<file path="src/rtl/pipe_carry_adder_pkg.sv">
// pipe_carry_adder_pkg: chunk width, parameter checks and per-stage control payload.
package pipe_carry_adder_pkg;

    typedef struct packed {
        logic valid;
        logic a_msb;
        logic b_msb;
    } beat_ctrl_t;

    function automatic bit params_ok(input int width, input int stages);
        return width >= 2 && stages >= 1 && stages <= width && width % stages == 0;
    endfunction

    function automatic int chunk_width(input int width, input int stages);
        return stages > 0 ? width / stages : width;
    endfunction

endpackage

</file>
<file path="src/rtl/pipe_carry_adder_stage.sv">
// pipe_carry_adder_stage: one chunk adder whose carry-out is registered for the next stage.
module pipe_carry_adder_stage #(
    parameter int CW = 8
) (
    input  logic          clock,
    input  logic          reset,
    input  logic          load,
    input  logic [CW-1:0] a,
    input  logic [CW-1:0] b,
    input  logic          cin,
    output logic [CW-1:0] sum,
    output logic          cout
);
    logic [CW:0] t;
    assign t   = {1'b0, a} + {1'b0, b} + (CW + 1)'(cin);
    assign sum = t[CW-1:0];
    always_ff @(posedge clock)
        if (!reset) cout <= 1'b0;
        else if (load) cout <= t[CW];
endmodule

</file>
<file path="src/rtl/pipe_carry_adder.sv">
// pipe_carry_adder: STAGES-deep chunked ripple adder with valid/ready flow control.
// Optional subtract port io_in_sub when PIPE_CARRY_ADDER_SUB_EN is defined.
module pipe_carry_adder
    import pipe_carry_adder_pkg::*;
#(
    parameter int WIDTH  = 32,
    parameter int STAGES = 4
) (
    input  logic             clock,
    input  logic             reset,
    input  logic             io_in_valid,
    output logic             io_in_ready,
    input  logic [WIDTH-1:0] io_in_a,
    input  logic [WIDTH-1:0] io_in_b,
    input  logic             io_in_carryIn,
`ifdef PIPE_CARRY_ADDER_SUB_EN
    input  logic             io_in_sub,
`endif
    output logic             io_out_valid,
    input  logic             io_out_ready,
    output logic [WIDTH-1:0] io_out_s,
    output logic             io_out_carryOut,
    output logic             io_out_overflow
);
    localparam int CW = chunk_width(WIDTH, STAGES);
    localparam int L  = STAGES - 1;

    if (!params_ok(WIDTH, STAGES)) begin : g_bad
        $error("pipe_carry_adder: WIDTH must be >= 2 and a multiple of STAGES <= WIDTH");
    end

    logic             sub;
    logic [WIDTH-1:0] b_eff;
    logic             cin_eff;
`ifdef PIPE_CARRY_ADDER_SUB_EN
    assign sub = io_in_sub;
`else
    assign sub = 1'b0;
`endif
    // Subtraction is folded in at the input: a + ~b + ~cin.
    assign b_eff   = sub ? ~io_in_b : io_in_b;
    assign cin_eff = sub ? ~io_in_carryIn : io_in_carryIn;

    for (genvar k = 0; k < STAGES; k++) begin : g_st
        localparam int RW = WIDTH - k * CW;
        logic [RW-1:0]       ra, rb;
        logic [CW-1:0]       sum;
        logic                ci, cy, adv;
        beat_ctrl_t          ctl, ctl_in;
        logic [(k+1)*CW-1:0] done;
        if (k == 0) begin : g_src
            assign ra     = io_in_a;
            assign rb     = b_eff;
            assign ci     = cin_eff;
            assign ctl_in = '{valid: io_in_valid, a_msb: io_in_a[WIDTH-1], b_msb: b_eff[WIDTH-1]};
        end else begin : g_src
            assign ra     = g_st[k-1].g_p.pa;
            assign rb     = g_st[k-1].g_p.pb;
            assign ci     = g_st[k-1].cy;
            assign ctl_in = g_st[k-1].ctl;
        end
        if (k == L) begin : g_adv
            assign adv = !ctl.valid || io_out_ready;
        end else begin : g_adv
            assign adv = !ctl.valid || g_st[k+1].adv;
        end
        pipe_carry_adder_stage #(.CW(CW)) u_stage (
            .clock (clock),
            .reset (reset),
            .load  (adv),
            .a     (ra[CW-1:0]),
            .b     (rb[CW-1:0]),
            .cin   (ci),
            .sum   (sum),
            .cout  (cy)
        );
        always_ff @(posedge clock)
            if (!reset) ctl <= '0;
            else if (adv) ctl <= ctl_in;
        // Completed low chunks travel alongside so the output word is coherent.
        if (k == 0) begin : g_done
            always_ff @(posedge clock)
                if (!reset) done <= '0;
                else if (adv) done <= sum;
        end else begin : g_done
            always_ff @(posedge clock)
                if (!reset) done <= '0;
                else if (adv) done <= {sum, g_st[k-1].done};
        end
        if (k < L) begin : g_p
            logic [RW-CW-1:0] pa, pb;
            always_ff @(posedge clock)
                if (!reset) begin
                    pa <= '0;
                    pb <= '0;
                end else if (adv) begin
                    pa <= ra[RW-1:CW];
                    pb <= rb[RW-1:CW];
                end
        end
    end

    assign io_in_ready     = reset && g_st[0].adv;
    assign io_out_valid    = reset && g_st[L].ctl.valid;
    assign io_out_s        = io_out_valid ? g_st[L].done : '0;
    assign io_out_carryOut = io_out_valid && g_st[L].cy;
    assign io_out_overflow = io_out_valid && (g_st[L].ctl.a_msb == g_st[L].ctl.b_msb)
                             && (io_out_s[WIDTH-1] != g_st[L].ctl.a_msb);
endmodule
</file>
<file path="config.mk">
export PLATFORM = sky130hd
export DESIGN_NAME = pipe_carry_adder
export DESIGN_NICKNAME = d
export VERILOG_FILES = /design/src/rtl/pipe_carry_adder_pkg.sv /design/src/rtl/pipe_carry_adder_stage.sv /design/src/rtl/pipe_carry_adder.sv
export SDC_FILE = /design/constraint.sdc
export NUM_CORES = 1
export LEC_CHECK = 0
export ABC_AREA = 1
export BUFFER_PORTS_ARGS = -buffer_cell sky130_fd_sc_hd__buf_2
export CAP_MARGIN = 20
export CORE_MARGIN = 2
export CORE_UTILIZATION = 55
export DETAILED_ROUTE_END_ITERATION = 12
export PLACE_DENSITY = 0.82
export SETUP_SLACK_MARGIN = 0.2
export SLEW_MARGIN = 20
export SYNTH_ARGS = -nofsm -noshare
export SYNTH_HDL_FRONTEND = slang
export SYNTH_HIERARCHICAL = 1
export SYNTH_SLANG_ARGS = --single-unit
</file>
<file path="constraint.sdc">
create_clock -name clock -period 2.8 [get_ports clock]
set_input_delay 0.84 -clock clock [delete_from_list [all_inputs] [get_ports clock]]
set_output_delay 0.84 -clock clock [all_outputs]
set_load 0.005 [all_outputs]
</file>
==> results.txt <==
The count of nets left with antenna violations once routing finished came out at 0. The sequential share of power came out at 0.493. The element type at the critical path end is a primary output. The final worst slack came out at 0.411 ns.

The number of maximum-capacitance violations is 0. The number of iterations in the first detailed-routing pass is 5. After detailed routing, the total wire length is 17400 um.

In this run the power spent charging and discharging nets is 1.36 mW. The area of the mapped netlist is 0.00874 mm2. The multi-input combinational cell area came out at 0.00398 mm2. The part of the Yosys area used for sequential elements is 0.426. The count of yosys warnings during synthesis came out at 6.

The number of hold violations in the final report is 0. The clock-pin slew of the registers on the worst-case setup and hold paths came out at 0.06 ns. The violation count after the first detailed-route iteration is 496. The share of the core filled with cells came out at 0.618. The number of global-route vias before repair is 6474. The maximum number of buffers from clock root to sink is 2. The initialized floorplan defines 46 standard-cell rows. The first global-routing pass estimated 29200 um of wire. The region available for standard cell placement spans 0.0157 mm2. Setup repair after global routing left no endpoint under its margin. The number of resized instances in the post-cts repair step is 0. Hold is met by 0.452 ns. The quantity of I/O buffers inserted on ports came out at 104. The largest clock skew in the final design is 0.00638 ns. The combinational family with the most area after synthesis is simple AND/OR/NAND/NOR gates. The die covers 0.0169 mm2. 105 I/O pins were placed. Power spread over the standard cell area amounts to 597 mW/mm2. The filler cell count is 1408.

CTS placed an instance of sky130_fd_sc_hd__clkbuf_16 at the clock tree root. The number of H-tree levels came out at 4. The area used by sequential logic in the layout came out at 0.00372 mm2. The transition time at the pin with the least slew margin is 0.933 ns. The internal power came out at 4.44 mW. The maximum clock frequency is 419 MHz. The final global-route overflow total is 0. The number of remaining DRC errors came out at 0. From synthesis to final layout, the design area changed by 11.1%. The routability congestion estimate from global placement is 0.830.

The register-to-register path setup slack is 0.79 ns. The setup violation total in the final timing report is 0. Across all layers, the routed design uses 7272 vias. The number of nets in the finished design came out at 1376. The worst endpoint data arrival time came out at 1.55 ns. The number of cells in the finished layout apart from fillers came out at 1499. The min-delay analysis places its worst path in the category register to register. The peak supply drop came out at 0.506 mV. By startpoint and endpoint, the worst setup path is classified as primary input to primary output. The net count after synthesis is 1342.

Of the total synthesized cell area, the portion taken by XOR and XNOR cells is 0.0120. The area after detailed placement is 0.00912 mm2. The post-placement cell count came out at 1468. The total leakage power came out at 4.46 nW. The number of antenna violations at the first check in global routing is 1. The final number of max-transition violations came out at 0.

The flow ran to the end, and the final reports show no timing, DRC or antenna violations. The detailed placer's ending HPWL is 11300 um. The buffer count from post-CTS setup fixing came out at 0. The compound-cell area share of the yosys netlist came out at 0.101. The final total power came out at 5.80 mW. The proportion of synthesized area in mux cells is 0. Entering global routing, the biggest net connects 93 pins. Dividing the detail-routed wire length by the instance count gives 11.6 um. The number of hold buffers added after CTS came out at 0.

The total routing resource utilization after global routing came out at 0.212. The floorplan step set the die height to 130 um. The share of the clock period used by the worst path after layout is 0.853. TritonCTS built the clock tree. The clock power share came out at 0.419. The clock period could shrink to 2.39 ns.

The post-synthesis share of cell area spent on and, or, nand and nor gates came out at 0.282. Once layout is done, the placed cells without fillers occupy 0.00972 mm2. Buffers inserted during clock tree synthesis total 17. The adder and majority gate portion of the synthesized area is 0.0584.

The die boundary width came out at 130 um. The relative slew slack came out at 0.378. The fraction of power spent switching nets is 0.234. The number of clock sinks came out at 186. After synthesis, the netlist uses 24 different library cells.

The highest fanout seen on the critical path is 3. The post-placement setup slack came out at 0.270 ns. The flip-flop and latch count after synthesis is 186.

The launching element type of the critical path is a primary input. The share of cells above drive strength 1 is 0.124. The synthesized netlist cell count is 1237.

The required time reported for the critical path endpoint came out at 1.96 ns. The final-layout setup total negative slack is 0 ns. For this configuration, the core starts out at a cell density of 0.556. The portion of total power attributed to combinational logic came out at 0.088.

The synthesized area divided by synthesized cell count came out at 7.07 um2. After detailed routing, the number of vias per cell comes to 4.85. The insertion delay to the later sink of the worst-skew pair is 0.43 ns.
==> path summary, 6_finish.rpt <==
check | start | end | depth (start not counted)
setup reg to reg | g_st[2].g_p.pa[0]$_SDFFE_PN0P_ | g_st[3].done[30]$_SDFFE_PN0P_ | 10
setup / recovery | io_out_ready | io_in_ready | 6
hold / removal | g_st[3].done[13]$_SDFFE_PN0P_ | g_st[3].done[13]$_SDFFE_PN0P_ | 2
hold reg to reg | g_st[3].done[13]$_SDFFE_PN0P_ | g_st[3].done[13]$_SDFFE_PN0P_ | 2
==> critical path: stages <==
cell,delay [ns]
sky130_fd_sc_hd__buf_2,0.07
sky130_fd_sc_hd__inv_1,0.09
sky130_fd_sc_hd__nand4_4,0.10
sky130_fd_sc_hd__nor2_4,0.04
sky130_fd_sc_hd__nor2_1,0.22
sky130_fd_sc_hd__buf_2,0.18
==> synthesized netlist by cell type <==
library cell | number | area (um2)
sky130_fd_sc_hd__nand2_1 | 295 | 1110
sky130_fd_sc_hd__dfxtp_1 | 186 | 3720
sky130_fd_sc_hd__nor2_1 | 163 | 612
sky130_fd_sc_hd__a21oi_1 | 131 | 656
sky130_fd_sc_hd__inv_1 | 131 | 492
sky130_fd_sc_hd__nand3_1 | 112 | 561
sky130_fd_sc_hd__o21ai_0 | 39 | 195
sky130_fd_sc_hd__buf_4 | 37 | 278
sky130_fd_sc_hd__clkbuf_1 | 37 | 139
sky130_fd_sc_hd__ha_1 | 28 | 350
sky130_fd_sc_hd__buf_2 | 21 | 105
sky130_fd_sc_hd__fa_1 | 8 | 160
sky130_fd_sc_hd__nand3b_1 | 8 | 60.1
sky130_fd_sc_hd__xor2_1 | 8 | 70.1
sky130_fd_sc_hd__buf_1 | 7 | 26.3
sky130_fd_sc_hd__nand3_2 | 5 | 50.1
sky130_fd_sc_hd__nor3_1 | 4 | 20.0
sky130_fd_sc_hd__o211ai_1 | 4 | 30.0
sky130_fd_sc_hd__or2_1 | 4 | 25.0
sky130_fd_sc_hd__xnor2_1 | 4 | 35.0
sky130_fd_sc_hd__nor2_2 | 2 | 12.5
sky130_fd_sc_hd__buf_6 | 1 | 11.3
sky130_fd_sc_hd__inv_2 | 1 | 3.75
sky130_fd_sc_hd__nand4_4 | 1 | 21.3
==> registers in the layout, indices dropped and copies added, names as in the netlist <==
signal,flops
g_st.ctl,12
g_st.g_p.pb,45
g_st.u_stage/cout,4
g_st.done,80
g_st.g_p.pa,45
==> layer usage <==
layer  wire, um  track usage
met1       8830        0.296
met5          0            0
met3        948       0.0455
met2       7320        0.325
met4        312       0.0765
==> placed cells by master (no fill, tap or decap) <==
cell type / n
sky130_fd_sc_hd__diode_2: 1
sky130_fd_sc_hd__ha_1: 28
sky130_fd_sc_hd__clkbuf_16: 17
sky130_fd_sc_hd__bufinv_16: 3
sky130_fd_sc_hd__fa_1: 8
sky130_fd_sc_hd__nand2_1: 295
sky130_fd_sc_hd__xnor2_1: 4
sky130_fd_sc_hd__buf_4: 12
sky130_fd_sc_hd__inv_6: 3
sky130_fd_sc_hd__nor2_1: 163
sky130_fd_sc_hd__nand3_2: 5
sky130_fd_sc_hd__inv_1: 130
sky130_fd_sc_hd__o21ai_0: 39
sky130_fd_sc_hd__nor3_1: 4
sky130_fd_sc_hd__nor2_4: 2
sky130_fd_sc_hd__a21oi_1: 131
sky130_fd_sc_hd__xor2_1: 8
sky130_fd_sc_hd__buf_12: 2
sky130_fd_sc_hd__clkbuf_8: 2
sky130_fd_sc_hd__nand3b_1: 8
sky130_fd_sc_hd__clkinv_2: 4
sky130_fd_sc_hd__nand3_1: 112
sky130_fd_sc_hd__dfxtp_1: 185
sky130_fd_sc_hd__buf_2: 104
sky130_fd_sc_hd__nand4_4: 1
sky130_fd_sc_hd__or2_1: 4
sky130_fd_sc_hd__dfxtp_2: 1
sky130_fd_sc_hd__o211ai_1: 4
sky130_fd_sc_hd__inv_2: 2
sky130_fd_sc_hd__clkinvlp_4: 1
==> cell families (layout without fill, tap and decap cells) <==
family          count (synthesis)  count (layout)
fa+ha+maj                      36              36
compound gates                174             174
simple gates                  594             594
flops                         186             186
buf+inv                       235             280
xor+xnor                       12              12
other cells                     0               1
==> final cells by class <==
| cell class | count | share of cell area |
|---|---|---|
| clock buffer | 19 | 0.0466 |
| multi-input combinational | 816 | 0.409 |
| sequential | 186 | 0.383 |
| timing repair buffer | 118 | 0.0670 |
| antenna | 1 | 0.000258 |
| tap | 216 | 0.0278 |
| clock inverter | 11 | 0.0148 |
| inverter | 132 | 0.0510 |
==> power groups by stage <==
stage          clock, mW  combinational [mW]  sequential [mW]
6_report            2.43               0.508             2.86
3_3_place_gp           0               0.495             2.91
3_5_place_dp           0               0.501             2.92
2_1_floorplan          0               0.446             2.90
4_1_cts             2.47               0.509             2.86
5_1_grt             2.57               0.587             2.88
(Power assumes the default switching activity.)
